## config.mk

```make
export PLATFORM = sky130hd
export DESIGN_NAME = peripheral_dbg_pu_or1k_tap_flat
export DESIGN_NICKNAME = d
export VERILOG_FILES = /design/src/rtl/peripheral_dbg_pu_or1k_tap_if.sv /design/src/rtl/peripheral_dbg_pu_or1k_tap.sv /design/src/flat_wrapper.sv
export SDC_FILE = /design/constraint.sdc
export NUM_CORES = 1
export LEC_CHECK = 0
export CAP_MARGIN = 0
export CORE_MARGIN = 2
export CORE_UTILIZATION = 40
export DETAILED_ROUTE_END_ITERATION = 16
export PLACE_DENSITY = 0.59
export SLEW_MARGIN = 25
export SYNTH_ARGS = -nofsm -noshare
export SYNTH_HDL_FRONTEND = slang
export SYNTH_SLANG_ARGS = --single-unit
```

## constraint.sdc

```tcl
create_clock -name tck_i -period 2.3 [get_ports tck_i]
set_clock_uncertainty 0.2 [all_clocks]
set_input_delay 0.46 -clock tck_i [delete_from_list [all_inputs] [get_ports tck_i]]
set_output_delay 0.46 -clock tck_i [all_outputs]
set_load 0.05 [all_outputs]
```

## src/rtl/peripheral_dbg_pu_or1k_tap_if.sv

```systemverilog
// JTAG pin and debug-top signal bundle for the OR1K TAP controller.
// The slave modport is the TAP itself; the master modport is whatever drives the TAP pins.
interface peripheral_dbg_pu_or1k_tap_if;
    logic tms_i;
    logic tdi_i;
    logic tdo_o;
    logic tdo_oe_o;
    logic debug_tdo_i;
    logic bs_chain_tdo_i;
    logic mbist_tdo_i;
    logic test_logic_reset_o;
    logic run_test_idle_o;
    logic capture_dr_o;
    logic shift_dr_o;
    logic pause_dr_o;
    logic update_dr_o;
    logic debug_select_o;
    logic extest_select_o;
    logic sample_preload_select_o;
    logic mbist_select_o;

    modport slave (
        input  tms_i, tdi_i, debug_tdo_i, bs_chain_tdo_i, mbist_tdo_i,
        output tdo_o, tdo_oe_o, test_logic_reset_o, run_test_idle_o,
               capture_dr_o, shift_dr_o, pause_dr_o, update_dr_o,
               debug_select_o, extest_select_o, sample_preload_select_o, mbist_select_o
    );

    modport master (
        output tms_i, tdi_i, debug_tdo_i, bs_chain_tdo_i, mbist_tdo_i,
        input  tdo_o, tdo_oe_o, test_logic_reset_o, run_test_idle_o,
               capture_dr_o, shift_dr_o, pause_dr_o, update_dr_o,
               debug_select_o, extest_select_o, sample_preload_select_o, mbist_select_o
    );
endinterface

```

## src/rtl/peripheral_dbg_pu_or1k_tap.sv

```systemverilog
// IEEE 1149.1 TAP controller feeding the OR1K debug top: TAP FSM, IR, IDCODE/BYPASS DRs, TDO mux.
// Define PERIPHERAL_DBG_PU_OR1K_TAP_MBIST_EN to decode the MBIST instruction and route mbist_tdo_i.
module peripheral_dbg_pu_or1k_tap #(
    parameter int unsigned IR_LENGTH    = 4,
    parameter logic [31:0] IDCODE_VALUE = 32'h149511C3
) (
    input logic                         tck_i,
    input logic                         rst_i,
    peripheral_dbg_pu_or1k_tap_if.slave tap
);

    localparam logic [IR_LENGTH-1:0] INSTR_EXTEST         = 'b0000;
    localparam logic [IR_LENGTH-1:0] INSTR_SAMPLE_PRELOAD = 'b0001;
    localparam logic [IR_LENGTH-1:0] INSTR_IDCODE         = 'b0010;
    localparam logic [IR_LENGTH-1:0] INSTR_DEBUG          = 'b1000;
`ifdef PERIPHERAL_DBG_PU_OR1K_TAP_MBIST_EN
    localparam logic [IR_LENGTH-1:0] INSTR_MBIST          = 'b1001;
`endif
    localparam logic [IR_LENGTH-1:0] IR_CAPTURE           = 'b0101;

    typedef enum logic [3:0] {
        TLR, RTI, SEL_DR, CAP_DR, SH_DR, EX1_DR, PA_DR, EX2_DR, UPD_DR,
        SEL_IR, CAP_IR, SH_IR, EX1_IR, PA_IR, EX2_IR, UPD_IR
    } tap_state_e;

    tap_state_e           state_q, state_d;
    logic [IR_LENGTH-1:0] ir_shift_q, ir_shift_d;
    logic [IR_LENGTH-1:0] ir_latched_q, ir_latched_d;
    logic [31:0]          id_q, id_d;
    logic                 bypass_q, bypass_d;
    logic                 tdo_q, tdo_d;
    logic                 tdo_oe_q, tdo_oe_d;

    logic sel_idcode;
    logic sel_debug;
    logic sel_extest;
    logic sel_sample;
    logic sel_mbist;

    always_ff @(posedge tck_i or posedge rst_i) begin
        if (rst_i) begin
            state_q    <= TLR;
            ir_shift_q <= '0;
            id_q       <= '0;
            bypass_q   <= 1'b0;
        end else begin
            state_q    <= state_d;
            ir_shift_q <= ir_shift_d;
            id_q       <= id_d;
            bypass_q   <= bypass_d;
        end
    end

    always_comb begin
        state_d = state_q;
        case (state_q)
            TLR:     state_d = tap.tms_i ? TLR    : RTI;
            RTI:     state_d = tap.tms_i ? SEL_DR : RTI;
            SEL_DR:  state_d = tap.tms_i ? SEL_IR : CAP_DR;
            CAP_DR:  state_d = tap.tms_i ? EX1_DR : SH_DR;
            SH_DR:   state_d = tap.tms_i ? EX1_DR : SH_DR;
            EX1_DR:  state_d = tap.tms_i ? UPD_DR : PA_DR;
            PA_DR:   state_d = tap.tms_i ? EX2_DR : PA_DR;
            EX2_DR:  state_d = tap.tms_i ? UPD_DR : SH_DR;
            UPD_DR:  state_d = tap.tms_i ? SEL_DR : RTI;
            SEL_IR:  state_d = tap.tms_i ? TLR    : CAP_IR;
            CAP_IR:  state_d = tap.tms_i ? EX1_IR : SH_IR;
            SH_IR:   state_d = tap.tms_i ? EX1_IR : SH_IR;
            EX1_IR:  state_d = tap.tms_i ? UPD_IR : PA_IR;
            PA_IR:   state_d = tap.tms_i ? EX2_IR : PA_IR;
            EX2_IR:  state_d = tap.tms_i ? UPD_IR : SH_IR;
            UPD_IR:  state_d = tap.tms_i ? SEL_DR : RTI;
            default: state_d = TLR;
        endcase
    end

    // Instruction decode works on the latched IR, so selects stay stable through DR scans.
    always_comb begin
        sel_idcode = (ir_latched_q == INSTR_IDCODE);
        sel_debug  = (ir_latched_q == INSTR_DEBUG);
        sel_extest = (ir_latched_q == INSTR_EXTEST);
        sel_sample = (ir_latched_q == INSTR_SAMPLE_PRELOAD);
`ifdef PERIPHERAL_DBG_PU_OR1K_TAP_MBIST_EN
        sel_mbist  = (ir_latched_q == INSTR_MBIST);
`else
        sel_mbist  = 1'b0;
`endif
    end

    always_comb begin
        ir_shift_d = ir_shift_q;
        id_d       = id_q;
        bypass_d   = bypass_q;
        case (state_q)
            CAP_IR: ir_shift_d = IR_CAPTURE;
            SH_IR:  ir_shift_d = {tap.tdi_i, ir_shift_q[IR_LENGTH-1:1]};
            CAP_DR: begin
                bypass_d = 1'b0;
                if (sel_idcode) begin
                    id_d = IDCODE_VALUE;
                end
            end
            SH_DR: begin
                bypass_d = tap.tdi_i;
                if (sel_idcode) begin
                    id_d = {tap.tdi_i, id_q[31:1]};
                end
            end
            default: ;
        endcase
    end

    // Negedge side: IR update and TDO launch happen half a cycle ahead of the next posedge.
    always_comb begin
        ir_latched_d = ir_latched_q;
        if (state_q == TLR) begin
            ir_latched_d = INSTR_IDCODE;
        end else if (state_q == UPD_IR) begin
            ir_latched_d = ir_shift_q;
        end

        tdo_d = 1'b0;
        case (state_q)
            SH_IR: tdo_d = ir_shift_q[0];
            SH_DR: begin
                if (sel_idcode) begin
                    tdo_d = id_q[0];
                end else if (sel_debug) begin
                    tdo_d = tap.debug_tdo_i;
                end else if (sel_extest || sel_sample) begin
                    tdo_d = tap.bs_chain_tdo_i;
`ifdef PERIPHERAL_DBG_PU_OR1K_TAP_MBIST_EN
                end else if (sel_mbist) begin
                    tdo_d = tap.mbist_tdo_i;
`endif
                end else begin
                    tdo_d = bypass_q;
                end
            end
            default: ;
        endcase

        tdo_oe_d = (state_q == SH_IR) || (state_q == SH_DR);
    end

    always_ff @(negedge tck_i or posedge rst_i) begin
        if (rst_i) begin
            ir_latched_q <= INSTR_IDCODE;
            tdo_q        <= 1'b0;
            tdo_oe_q     <= 1'b0;
        end else begin
            ir_latched_q <= ir_latched_d;
            tdo_q        <= tdo_d;
            tdo_oe_q     <= tdo_oe_d;
        end
    end

`ifndef PERIPHERAL_DBG_PU_OR1K_TAP_MBIST_EN
    logic unused_mbist_tdo;
    assign unused_mbist_tdo = tap.mbist_tdo_i;
`endif

    assign tap.tdo_o                   = tdo_q;
    assign tap.tdo_oe_o                = tdo_oe_q;
    assign tap.test_logic_reset_o      = (state_q == TLR);
    assign tap.run_test_idle_o         = (state_q == RTI);
    assign tap.capture_dr_o            = (state_q == CAP_DR);
    assign tap.shift_dr_o              = (state_q == SH_DR);
    assign tap.pause_dr_o              = (state_q == PA_DR);
    assign tap.update_dr_o             = (state_q == UPD_DR);
    assign tap.debug_select_o          = sel_debug;
    assign tap.extest_select_o         = sel_extest;
    assign tap.sample_preload_select_o = sel_sample;
    assign tap.mbist_select_o          = sel_mbist;

endmodule

```

## src/flat_wrapper.sv

```systemverilog
// flat-port wrapper written by rule: the top's interface ports become plain ports
module peripheral_dbg_pu_or1k_tap_flat 
#(
    parameter int unsigned IR_LENGTH    = 4,
    parameter logic [31:0] IDCODE_VALUE = 32'h149511C3
)
  (tck_i, rst_i, tap_tms_i, tap_tdi_i, tap_debug_tdo_i, tap_bs_chain_tdo_i, tap_mbist_tdo_i, tap_tdo_o, tap_tdo_oe_o, tap_test_logic_reset_o, tap_run_test_idle_o, tap_capture_dr_o, tap_shift_dr_o, tap_pause_dr_o, tap_update_dr_o, tap_debug_select_o, tap_extest_select_o, tap_sample_preload_select_o, tap_mbist_select_o);
  peripheral_dbg_pu_or1k_tap_if tap_i ();
  input logic tck_i;
  input logic rst_i;
  input wire logic [$bits(tap_i.tms_i)-1:0] tap_tms_i;
  input wire logic [$bits(tap_i.tdi_i)-1:0] tap_tdi_i;
  input wire logic [$bits(tap_i.debug_tdo_i)-1:0] tap_debug_tdo_i;
  input wire logic [$bits(tap_i.bs_chain_tdo_i)-1:0] tap_bs_chain_tdo_i;
  input wire logic [$bits(tap_i.mbist_tdo_i)-1:0] tap_mbist_tdo_i;
  output wire logic [$bits(tap_i.tdo_o)-1:0] tap_tdo_o;
  output wire logic [$bits(tap_i.tdo_oe_o)-1:0] tap_tdo_oe_o;
  output wire logic [$bits(tap_i.test_logic_reset_o)-1:0] tap_test_logic_reset_o;
  output wire logic [$bits(tap_i.run_test_idle_o)-1:0] tap_run_test_idle_o;
  output wire logic [$bits(tap_i.capture_dr_o)-1:0] tap_capture_dr_o;
  output wire logic [$bits(tap_i.shift_dr_o)-1:0] tap_shift_dr_o;
  output wire logic [$bits(tap_i.pause_dr_o)-1:0] tap_pause_dr_o;
  output wire logic [$bits(tap_i.update_dr_o)-1:0] tap_update_dr_o;
  output wire logic [$bits(tap_i.debug_select_o)-1:0] tap_debug_select_o;
  output wire logic [$bits(tap_i.extest_select_o)-1:0] tap_extest_select_o;
  output wire logic [$bits(tap_i.sample_preload_select_o)-1:0] tap_sample_preload_select_o;
  output wire logic [$bits(tap_i.mbist_select_o)-1:0] tap_mbist_select_o;
  assign tap_i.tms_i = tap_tms_i;
  assign tap_i.tdi_i = tap_tdi_i;
  assign tap_i.debug_tdo_i = tap_debug_tdo_i;
  assign tap_i.bs_chain_tdo_i = tap_bs_chain_tdo_i;
  assign tap_i.mbist_tdo_i = tap_mbist_tdo_i;
  assign tap_tdo_o = tap_i.tdo_o;
  assign tap_tdo_oe_o = tap_i.tdo_oe_o;
  assign tap_test_logic_reset_o = tap_i.test_logic_reset_o;
  assign tap_run_test_idle_o = tap_i.run_test_idle_o;
  assign tap_capture_dr_o = tap_i.capture_dr_o;
  assign tap_shift_dr_o = tap_i.shift_dr_o;
  assign tap_pause_dr_o = tap_i.pause_dr_o;
  assign tap_update_dr_o = tap_i.update_dr_o;
  assign tap_debug_select_o = tap_i.debug_select_o;
  assign tap_extest_select_o = tap_i.extest_select_o;
  assign tap_sample_preload_select_o = tap_i.sample_preload_select_o;
  assign tap_mbist_select_o = tap_i.mbist_select_o;
  peripheral_dbg_pu_or1k_tap #(.IR_LENGTH(IR_LENGTH), .IDCODE_VALUE(IDCODE_VALUE)) u_core (.tck_i(tck_i), .rst_i(rst_i), .tap(tap_i));
endmodule
```

# [After elaboration in Yosys (flattened, before gate mapping)]
# Cells that the tools add are included.
[word_totals] reg_bits=47 output_inout_bits=12 n_memories=0 mem_bits_ro=0 wordCells=62 ramBits=0 input_bits=7 latchBits=0
[classes] n_bitwise=0 addsub=0 mux=24 multipliers=0 div=0 shifts=0 n_reduce_logical=11 order_cmp=0 eq_ne=20
[ops] cell="2-to-1 mux 32 bit" count=2
[ops] cell="one-hot mux 32 bit (2 select lines)" count=1
[ops] cell="one-hot mux 4 bit (12 select lines)" count=1
[ops] cell="== test 4 bit, second input constant" count=9
[ops] cell="2-to-1 mux 4 bit" count=6
[ops] cell="== test 4 x 3 -> 1 bit, second input constant" count=4
[ops] cell="== test 4 x 2 -> 1 bit, second input constant" count=3
[ops] cell="== test 4 x 1 -> 1 bit, second input constant" count=2
[ops] cell="logical NOT 4 bit" count=2
[ops] cell="one-hot mux 4 bit (2 select lines)" count=1
[ops] cell="2-to-1 mux 1 bit" count=6
[ops] cell="2-to-1 mux 2 bit" count=3
[ops] cell="2-to-1 mux 3 bit" count=2
[ops] cell="nonzero test 2 bit" count=3
[ops] cell="inequality test 2 x 1 -> 1 bit, second input constant" count=2
[ops] cell="one-hot mux 1 bit (2 select lines)" count=2
[ops] cell="OR reduction 2 bit" count=2
[ops] cell="AND reduction 3 bit" count=1
[ops] cell="OR reduction 3 bit" count=1
[ops] cell="logical OR 1 bit" count=2

# [Depth between registers and ports, before layout]
# Gate-level depths: netlist of run 1.
[depth] ltp_word=6 mapped_depth=6 depth_no_buf=4

==> impl_results.html, run 1 <==
<table>
<tr><th>Metric</th><th>Value</th></tr>
<tr><th colspan="2">Floorplan</th></tr>
<tr><td>Initial Util</td><td>0.414</td></tr>
<tr><td>Number of core rows</td><td>26</td></tr>
<tr><td>Die Y-Extent</td><td>76.5 µm</td></tr>
<tr><td>Total Die Area</td><td>5850 µm²</td></tr>
<tr><td>Placeable core area</td><td>5070 µm²</td></tr>
<tr><td>Num ports</td><td>19</td></tr>
<tr><td>Die X-Extent</td><td>76.5 µm</td></tr>
<tr><th colspan="2">Timing</th></tr>
<tr><td>Post-layout worst setup margin</td><td>-869 ps</td></tr>
<tr><td>Tightest Pin Transition</td><td>approximately 670 ps</td></tr>
<tr><td>Headroom to the max-slew limit</td><td>0.541</td></tr>
<tr><td>Setup repair after global routing missed its margin</td><td>true</td></tr>
<tr><td>Finish-stage setup viols</td><td>43</td></tr>
<tr><td>Number of slew-limit violations in the final report</td><td>0</td></tr>
<tr><td>Accumulated negative setup slack</td><td>-30,730 ps</td></tr>
<tr><td>Post-route worst hold slack</td><td>194 ps</td></tr>
<tr><td>Number of hold violations in the final report</td><td>0</td></tr>
<tr><th colspan="2">Synth</th></tr>
<tr><td>Post-synthesis area per instance</td><td>11.0 µm²</td></tr>
<tr><td>Synthesized instance count</td><td>191</td></tr>
<tr><td>Post-synth top area cell</td><td>dfrtp_1</td></tr>
<tr><td>Main synth FF type</td><td>dfrtp_1</td></tr>
<tr><td>Count of flip-flops with a built-in enable after synthesis</td><td>0</td></tr>
<tr><td>Synthesized netlist net count</td><td>198</td></tr>
<tr><td>Share of synthesized flip-flops with an asynchronous set or reset</td><td>1.00</td></tr>
<tr><td>Synthesis-stage register bit count</td><td>between 40 and 50</td></tr>
<tr><td>Top-area cell type share of the netlist area</td><td>0.488</td></tr>
<tr><td>Post-Syn Area</td><td>2100 µm²</td></tr>
<tr><td>Synth area leaders</td><td>dfrtp_1, a22o_1, dfrtn_1</td></tr>
<tr><td>Count leader, synth</td><td>dfrtp_1</td></tr>
<tr><td>Seq/Total Area, Yosys</td><td>0.560</td></tr>
<tr><td>Synth top cells by count</td><td>dfrtp_1, a22o_1, nor2_1, o22a_1</td></tr>
<tr><td>Count of yosys warnings during synthesis</td><td>0</td></tr>
<tr><td>Number of distinct library cells after synthesis</td><td>between 40 and 50</td></tr>
<tr><th colspan="2">Critical path</th></tr>
<tr><td>Worst EP arrival</td><td>3160 ps</td></tr>
<tr><td>Worst-case reg-to-reg path depth</td><td>4</td></tr>
<tr><td>Critical path required time</td><td>about 2300 ps</td></tr>
<tr><td>Maximum fanout along the worst path</td><td>8</td></tr>
<tr><td>Critical Path Start Type</td><td>flip-flop</td></tr>
<tr><td>Category of the worst setup path capture point</td><td>flip-flop</td></tr>
<tr><td>Beginning of the worst register-to-register path</td><td>u_core.ir_latched_q[1]</td></tr>
<tr><td>Type of the setup path with the least slack</td><td>reg2reg</td></tr>
<tr><td>Timing startpoint of the critical path</td><td>u_core.ir_latched_q[1]</td></tr>
<tr><td>Destination of the worst register-to-register timing path</td><td>u_core.id_q[19]</td></tr>
<tr><td>Worst reg-to-reg setup slack</td><td>-870 ps</td></tr>
<tr><th colspan="2">Drt</th></tr>
<tr><td>Detailed-routing iteration count for the pre-antenna-repair pass</td><td>4</td></tr>
<tr><td>Final Routed Wirelength</td><td>~5.3 mm</td></tr>
<tr><td>Iter 0 DRT Violations</td><td>104</td></tr>
<tr><td>Via Count</td><td>between 1,500 and 2,000</td></tr>
<tr><td>Ratio of routed vias to standard cells</td><td>approximately 5.4</td></tr>
<tr><td>Final routed wire length divided by cell count</td><td>16.8 µm</td></tr>
<tr><td>DR DRC count</td><td>0</td></tr>
<tr><td>Remaining antenna violation count</td><td>0</td></tr>
<tr><th colspan="2">Cells and area</th></tr>
<tr><td>Layout area overhead</td><td>50.8%</td></tr>
<tr><td>Nets@finish</td><td>~250</td></tr>
<tr><td>Number of non-filler instances in the completed layout</td><td>318</td></tr>
<tr><td>Inserted Diodes</td><td>0</td></tr>
<tr><td>Share of layout cells above drive strength 1</td><td>0.440</td></tr>
<tr><th colspan="2">Place</th></tr>
<tr><td>Total placed cells including tap cells</td><td>290</td></tr>
<tr><td>Pre-CTS setup slack</td><td>-850 ps</td></tr>
<tr><td>Number of buffer cells added on primary ports</td><td>16</td></tr>
<tr><td>Weighted congestion reported at the end of routability-driven placement</td><td>0.818</td></tr>
<tr><td>Placed wire-length estimate after detailed placement</td><td>3.19 mm</td></tr>
<tr><th colspan="2">Clock network</th></tr>
<tr><td>Hold-fix buffer count after cts</td><td>0</td></tr>
<tr><td>CTS H-Tree Depth</td><td>2</td></tr>
<tr><td>Clock network latency to the later pin of the worst-skew pair</td><td>350 ps</td></tr>
<tr><td>CTS sink count</td><td>47</td></tr>
<tr><td>TritonCTS Buffers</td><td>5</td></tr>
<tr><td>CTS max path bufs</td><td>2</td></tr>
<tr><td>Clock input transition at the sequential cells of the worst setup and hold paths</td><td>90 ps</td></tr>
<tr><td>Clk root buf</td><td>clkbuf_8</td></tr>
<tr><td>Clock tree from TritonCTS</td><td>yes</td></tr>
<tr><th colspan="2">GRT</th></tr>
<tr><td>Wire length of the first global-routing pass</td><td>8.61 mm</td></tr>
<tr><td>Maximum number of pins on one net before global-route repair</td><td>36</td></tr>
<tr><td>Initial antenna violation count</td><td>0</td></tr>
<tr><td>Number of global-route vias before repair</td><td>1,762</td></tr>
<tr><td>Overall track demand over capacity in global routing</td><td>0.183</td></tr>
<tr><td>Remaining global-route overflow</td><td>0</td></tr>
<tr><th colspan="2">Power</th></tr>
<tr><td>Power per Cell Area</td><td>1580 nW/µm²</td></tr>
<tr><td>Leakage power</td><td>0.00138 µW</td></tr>
<tr><td>Worst IR drop on VDD</td><td>0.952 mV</td></tr>
<tr><th colspan="2">Min path</th></tr>
<tr><td>Min-Delay Path Class</td><td>in2async</td></tr>
<tr><th colspan="2">Run</th></tr>
<tr><td>Max-cap violation count</td><td>0</td></tr>
<tr><th colspan="2">Status</th></tr>
<tr><td>Outcome</td><td>finished, violations left</td></tr>
<tr><td>Violated checks</td><td>setup timing</td></tr>
</table>
-- sequential cells by signal, indices dropped and copies added (netlist names) --
name / count
u_core.ir_latched_q: 4
u_core.state_q: 4
u_core.tap.tdo_o: 1
u_core.ir_shift_q: 4
u_core.bypass_q: 1
u_core.tap.tdo_oe_o: 1
u_core.id_q: 32
-- cell type report --
type | count | area [µm²]
clock buffer | 5 | 68.8
clock inverter | 4 | 51.3
fill | 405 | 1910
inverter | 4 | 18.8
multi-input combinational | 124 | 1060
sequential | 47 | 1180
tap | 70 | 87.6
timing repair buffer | 64 | 696
-- kinds of logic after synthesis --
family,count (synthesis),synth area share
muxes,2,0.0101
and+or+nand+nor,53,0.139
DFF,47,0.560
xor gates and xnor gates,1,0.00417
buffers and inverters,23,0.0560
AOI/OAI and AO/OA,64,0.228
other,1,0.00179
-- repair_timing --
| item | CTS | global route |
|---|---|---|
| buffers inserted | 10 | 8 |
| gates resized for setup | 34 | 20 |
| cloned | 2 | 2 |
| endpoints found under the hold margin | 0 | 0 |
| endpoints found under the setup margin | 43 | 47 |
| pin swaps | 13 | 12 |
-- cells in the final DEF, fill, tap and decap left out, types with 5 or more instances in the layout --
cell type  netlist  final
buf_12           0     13
o21ai_0         10      7
buf_6            3     11
a22o_1          21     21
buf_4            1     35
nor2_1          14     12
dfrtn_1          5      5
a21oi_1          9      5
nand2_1         10      9
o22a_1          13     13
dfrtp_1         41     37
clkbuf_8         0      5
or3_4            1      5
-- layer usage --
metal	wire length, µm	vias to the layer above	global-route usage	part of all wire
met3	102	8	0.0379	0.019
met4	50	0	0.0436	0.0094
met5	0	-	0	0
met1	2370	883	0.235	0.44
met2	2820	14	0.319	0.53
li1	-	816	-	-
-- metrics by stage --
stage	total power (µW)	utilization	area, µm²
global placement	3630	0.536	2720
global route	5320	0.624	3170
detailed placement	3720	0.536	2720
CTS	4740	0.601	3050
finish	5010	0.624	3170
floorplan	2990	-	2260
-- critical path, cell delays in order, from the launching register on --
cell,delay [ps]
dfstp_2,530
inv_2,40
or4_4,490
or3_4,400
a22o_1,200
-- where the power goes --
part	internal, µW	switching [µW]	total [µW]	leakage [µW]
registers	1210	292	1500	0.000579
logic	1500	1390	2890	0.000735
clock network	332	288	620	0.0000641
total	3040	1970	5010	0.00138
-- worst max-delay path by stage --
stage,end,slack [ps],depth (start not counted)
after CTS,u_core.id_q[19],-870,4
after floorplan,u_core.id_q[10],-940,5
after detailed placement,u_core.id_q[21],-850,4
final,u_core.id_q[19],-870,4
after global placement,u_core.id_q[9],-820,4
after global routing,tap_sample_preload_select_o,-930,3
Note: power is estimated with default switching activity, not from simulation.
==> run 2, diff against run 1 <==
--- a/config.mk
+++ b/config.mk
@@ -9,7 +9,7 @@
 export CORE_MARGIN = 2
 export CORE_UTILIZATION = 40
 export DETAILED_ROUTE_END_ITERATION = 16
-export PLACE_DENSITY = 0.59
+export PLACE_DENSITY = 0.64
 export SLEW_MARGIN = 25
 export SYNTH_ARGS = -nofsm -noshare
 export SYNTH_HDL_FRONTEND = slang
==> impl_results.html, run 2 (synthesis gave the netlist of run 1 again) <==
<table>
<tr><th>Metric</th><th>Value</th></tr>
<tr><th colspan="2">Drt</th></tr>
<tr><td>Ratio of routed vias to standard cells</td><td>5.41 (about the same)</td></tr>
<tr><td>Final Routed Wirelength</td><td>5.13 mm (-4.0%)</td></tr>
<tr><td>Final routed wire length divided by cell count</td><td>16.2 µm (-3.7%)</td></tr>
<tr><td>Iter 0 DRT Violations</td><td>96 (-7.7%)</td></tr>
<tr><td>Remaining antenna violation count</td><td>0 (unchanged)</td></tr>
<tr><td>Via Count</td><td>1,714 (-0.41%)</td></tr>
<tr><td>DR DRC count</td><td>0 (unchanged)</td></tr>
<tr><td>Detailed-routing iteration count for the pre-antenna-repair pass</td><td>4 (unchanged)</td></tr>
<tr><th colspan="2">GRT</th></tr>
<tr><td>Remaining global-route overflow</td><td>0 (unchanged)</td></tr>
<tr><td>Overall track demand over capacity in global routing</td><td>0.172 (-0.0118)</td></tr>
<tr><td>Maximum number of pins on one net before global-route repair</td><td>36 (unchanged)</td></tr>
<tr><td>Number of global-route vias before repair</td><td>1,683 (-4.5%)</td></tr>
<tr><td>Initial antenna violation count</td><td>0 (unchanged)</td></tr>
<tr><td>Wire length of the first global-routing pass</td><td>8.06 mm (-6.4%)</td></tr>
<tr><th colspan="2">Power</th></tr>
<tr><td>Power per Cell Area</td><td>1550 nW/µm² (-1.8%)</td></tr>
<tr><td>PnR Total Power</td><td>4840 µW (-3.4%)</td></tr>
<tr><td>Leakage power</td><td>0.00136 µW (-1.2%)</td></tr>
<tr><td>Worst IR drop on VDD</td><td>0.942 mV (-1.0%)</td></tr>
<tr><th colspan="2">Cells and area</th></tr>
<tr><td>Most common cell after layout, fill and taps aside</td><td>buf_4</td></tr>
<tr><td>Commonest non-fill, non-tap cells in the layout</td><td>buf_4, dfrtp_1, a22o_1, nor2_1, o22a_1</td></tr>
<tr><td>Cell area after layout</td><td>3120 µm² (-1.6%)</td></tr>
<tr><td>Most flop-heavy register</td><td>u_core.id_q</td></tr>
<tr><td>Share of layout cells above drive strength 1</td><td>0.429 (-0.0104)</td></tr>
<tr><td>Fill count</td><td>409 (+0.99%)</td></tr>
<tr><td>Layout area overhead</td><td>48.4%</td></tr>
<tr><td>Nets@finish</td><td>253 (-0.39%)</td></tr>
<tr><td>Inserted Diodes</td><td>0 (unchanged)</td></tr>
<tr><td>Number of non-filler instances in the completed layout</td><td>317 (-0.31%)</td></tr>
<tr><td>Largest register FFs</td><td>32 (unchanged)</td></tr>
<tr><th colspan="2">Place</th></tr>
<tr><td>Placed wire-length estimate after detailed placement</td><td>3.29 mm (+2.9%)</td></tr>
<tr><td>Total placed cells including tap cells</td><td>292 (+0.69%)</td></tr>
<tr><td>Post-placement cell area</td><td>2740 µm² (+0.55%)</td></tr>
<tr><td>Weighted congestion reported at the end of routability-driven placement</td><td>0.767 (-6.2%)</td></tr>
<tr><td>Pre-CTS setup slack</td><td>-842 ps (+7.72 ps)</td></tr>
<tr><td>Number of buffer cells added on primary ports</td><td>16 (unchanged)</td></tr>
<tr><th colspan="2">Floorplan</th></tr>
<tr><td>Number of core rows</td><td>26 (unchanged)</td></tr>
<tr><td>Die Y-Extent</td><td>76.5 µm (unchanged)</td></tr>
<tr><td>Total Die Area</td><td>5850 µm² (unchanged)</td></tr>
<tr><td>Initial Util</td><td>0.414 (unchanged)</td></tr>
<tr><td>Die X-Extent</td><td>76.5 µm (unchanged)</td></tr>
<tr><td>Num ports</td><td>19 (unchanged)</td></tr>
<tr><td>Placeable core area</td><td>5070 µm² (unchanged)</td></tr>
<tr><th colspan="2">Timing</th></tr>
<tr><td>Tightest Pin Transition</td><td>516 ps (-154 ps)</td></tr>
<tr><td>Finish-stage setup viols</td><td>43 (unchanged)</td></tr>
<tr><td>Number of hold violations in the final report</td><td>0 (unchanged)</td></tr>
<tr><td>Headroom to the max-slew limit</td><td>0.646 (+0.105)</td></tr>
<tr><td>Number of slew-limit violations in the final report</td><td>0 (unchanged)</td></tr>
<tr><td>Post-layout worst setup margin</td><td>-866 ps (+2.62 ps)</td></tr>
<tr><td>Setup repair after global routing missed its margin</td><td>true</td></tr>
<tr><th colspan="2">Critical path</th></tr>
<tr><td>Type of the setup path with the least slack</td><td>reg2reg</td></tr>
<tr><td>Category of the worst setup path capture point</td><td>flip-flop</td></tr>
<tr><td>Critical path required time</td><td>2280 ps (about the same)</td></tr>
<tr><td>Critical Path Start Type</td><td>flip-flop</td></tr>
<tr><td>Worst EP arrival</td><td>3140 ps (-20 ps)</td></tr>
<tr><td>Maximum fanout along the worst path</td><td>8 (unchanged)</td></tr>
<tr><th colspan="2">Clock network</th></tr>
<tr><td>Clock network latency to the later pin of the worst-skew pair</td><td>350 ps (about the same)</td></tr>
<tr><td>CTS sink count</td><td>47 (unchanged)</td></tr>
<tr><td>Hold-fix buffer count after cts</td><td>0 (unchanged)</td></tr>
<tr><td>CTS max path bufs</td><td>2 (unchanged)</td></tr>
<tr><td>Clock input transition at the sequential cells of the worst setup and hold paths</td><td>100 ps (about the same)</td></tr>
<tr><td>Clock tree from TritonCTS</td><td>yes</td></tr>
<tr><td>CTS H-Tree Depth</td><td>2 (unchanged)</td></tr>
<tr><td>TritonCTS Buffers</td><td>5 (unchanged)</td></tr>
<tr><td>Clk root buf</td><td>clkbuf_8</td></tr>
<tr><th colspan="2">Status</th></tr>
<tr><td>Violated checks</td><td>setup timing</td></tr>
<tr><td>Outcome</td><td>finished, violations left</td></tr>
<tr><th colspan="2">Min path</th></tr>
<tr><td>Min-Delay Path Class</td><td>reg2reg</td></tr>
<tr><th colspan="2">Run</th></tr>
<tr><td>Max-cap violation count</td><td>0 (unchanged)</td></tr>
</table>
==> run 2: path summary, 6_finish.rpt <==
check	from	end	slack [ps]	depth (start not counted)
worst max-delay path	u_core.ir_latched_q[1]	u_core.id_q[5]	-870	4
worst min-delay path	u_core.id_q[27]	u_core.id_q[26]	290	1
worst max register to register	u_core.ir_latched_q[1]	u_core.id_q[5]	-870	4
worst min register to register	u_core.id_q[27]	u_core.id_q[26]	290	1
max in group asynchronous	rst_i	u_core.ir_latched_q[0]	380	3
min in group asynchronous	rst_i	u_core.id_q[0]	330	3
==> run 2: layout make-up <==
cell class              count  area, µm²  share of cell area
clock buffers               5       68.8              0.0221
clock inverters             4       51.3              0.0165
inverters                   4       18.8             0.00602
multi-input cells         124       1040               0.334
flip-flops and latches     47       1180               0.379
well taps                  70       87.6              0.0281
repair buffers             63        668               0.214
==> run 2: report_power, final <==
part	switching, µW	leakage (µW)	internal [µW]
sequential	288	0.000579	1210
clock	285	0.0000641	332
combinational	1300	0.000719	1420
==> run 2: through the flow <==
step	utilization	hold WS [ps]	TNS, ps
after global routing	0.614	318	-33420
after global placement	0.539	269	-28600
after detailed placement	0.539	271	-29550
after CTS	0.573	291	-31590
after floorplan	-	250	-33600
final	0.614	295	-30850
==> run 2: timing repair <==
action	CTS	global route
setup endpoints to repair	43	45
cloned	2	1
setup buffers	3	11
pin swaps	3	11
gates resized for setup	8	30
==> run 2: worst max-delay path, stage by stage, from the launching register on <==
cell     delay [ps]
dfstp_2         530
inv_2            40
or4_4           470
or3_4           400
a22o_1          200
==> run 2: layer usage <==
metal | GRT usage | wire length, µm
met5 | 0 | 0
met4 | 0.0491 | 40
met3 | 0.0355 | 163
met2 | 0.292 | 2650
met1 | 0.221 | 2280
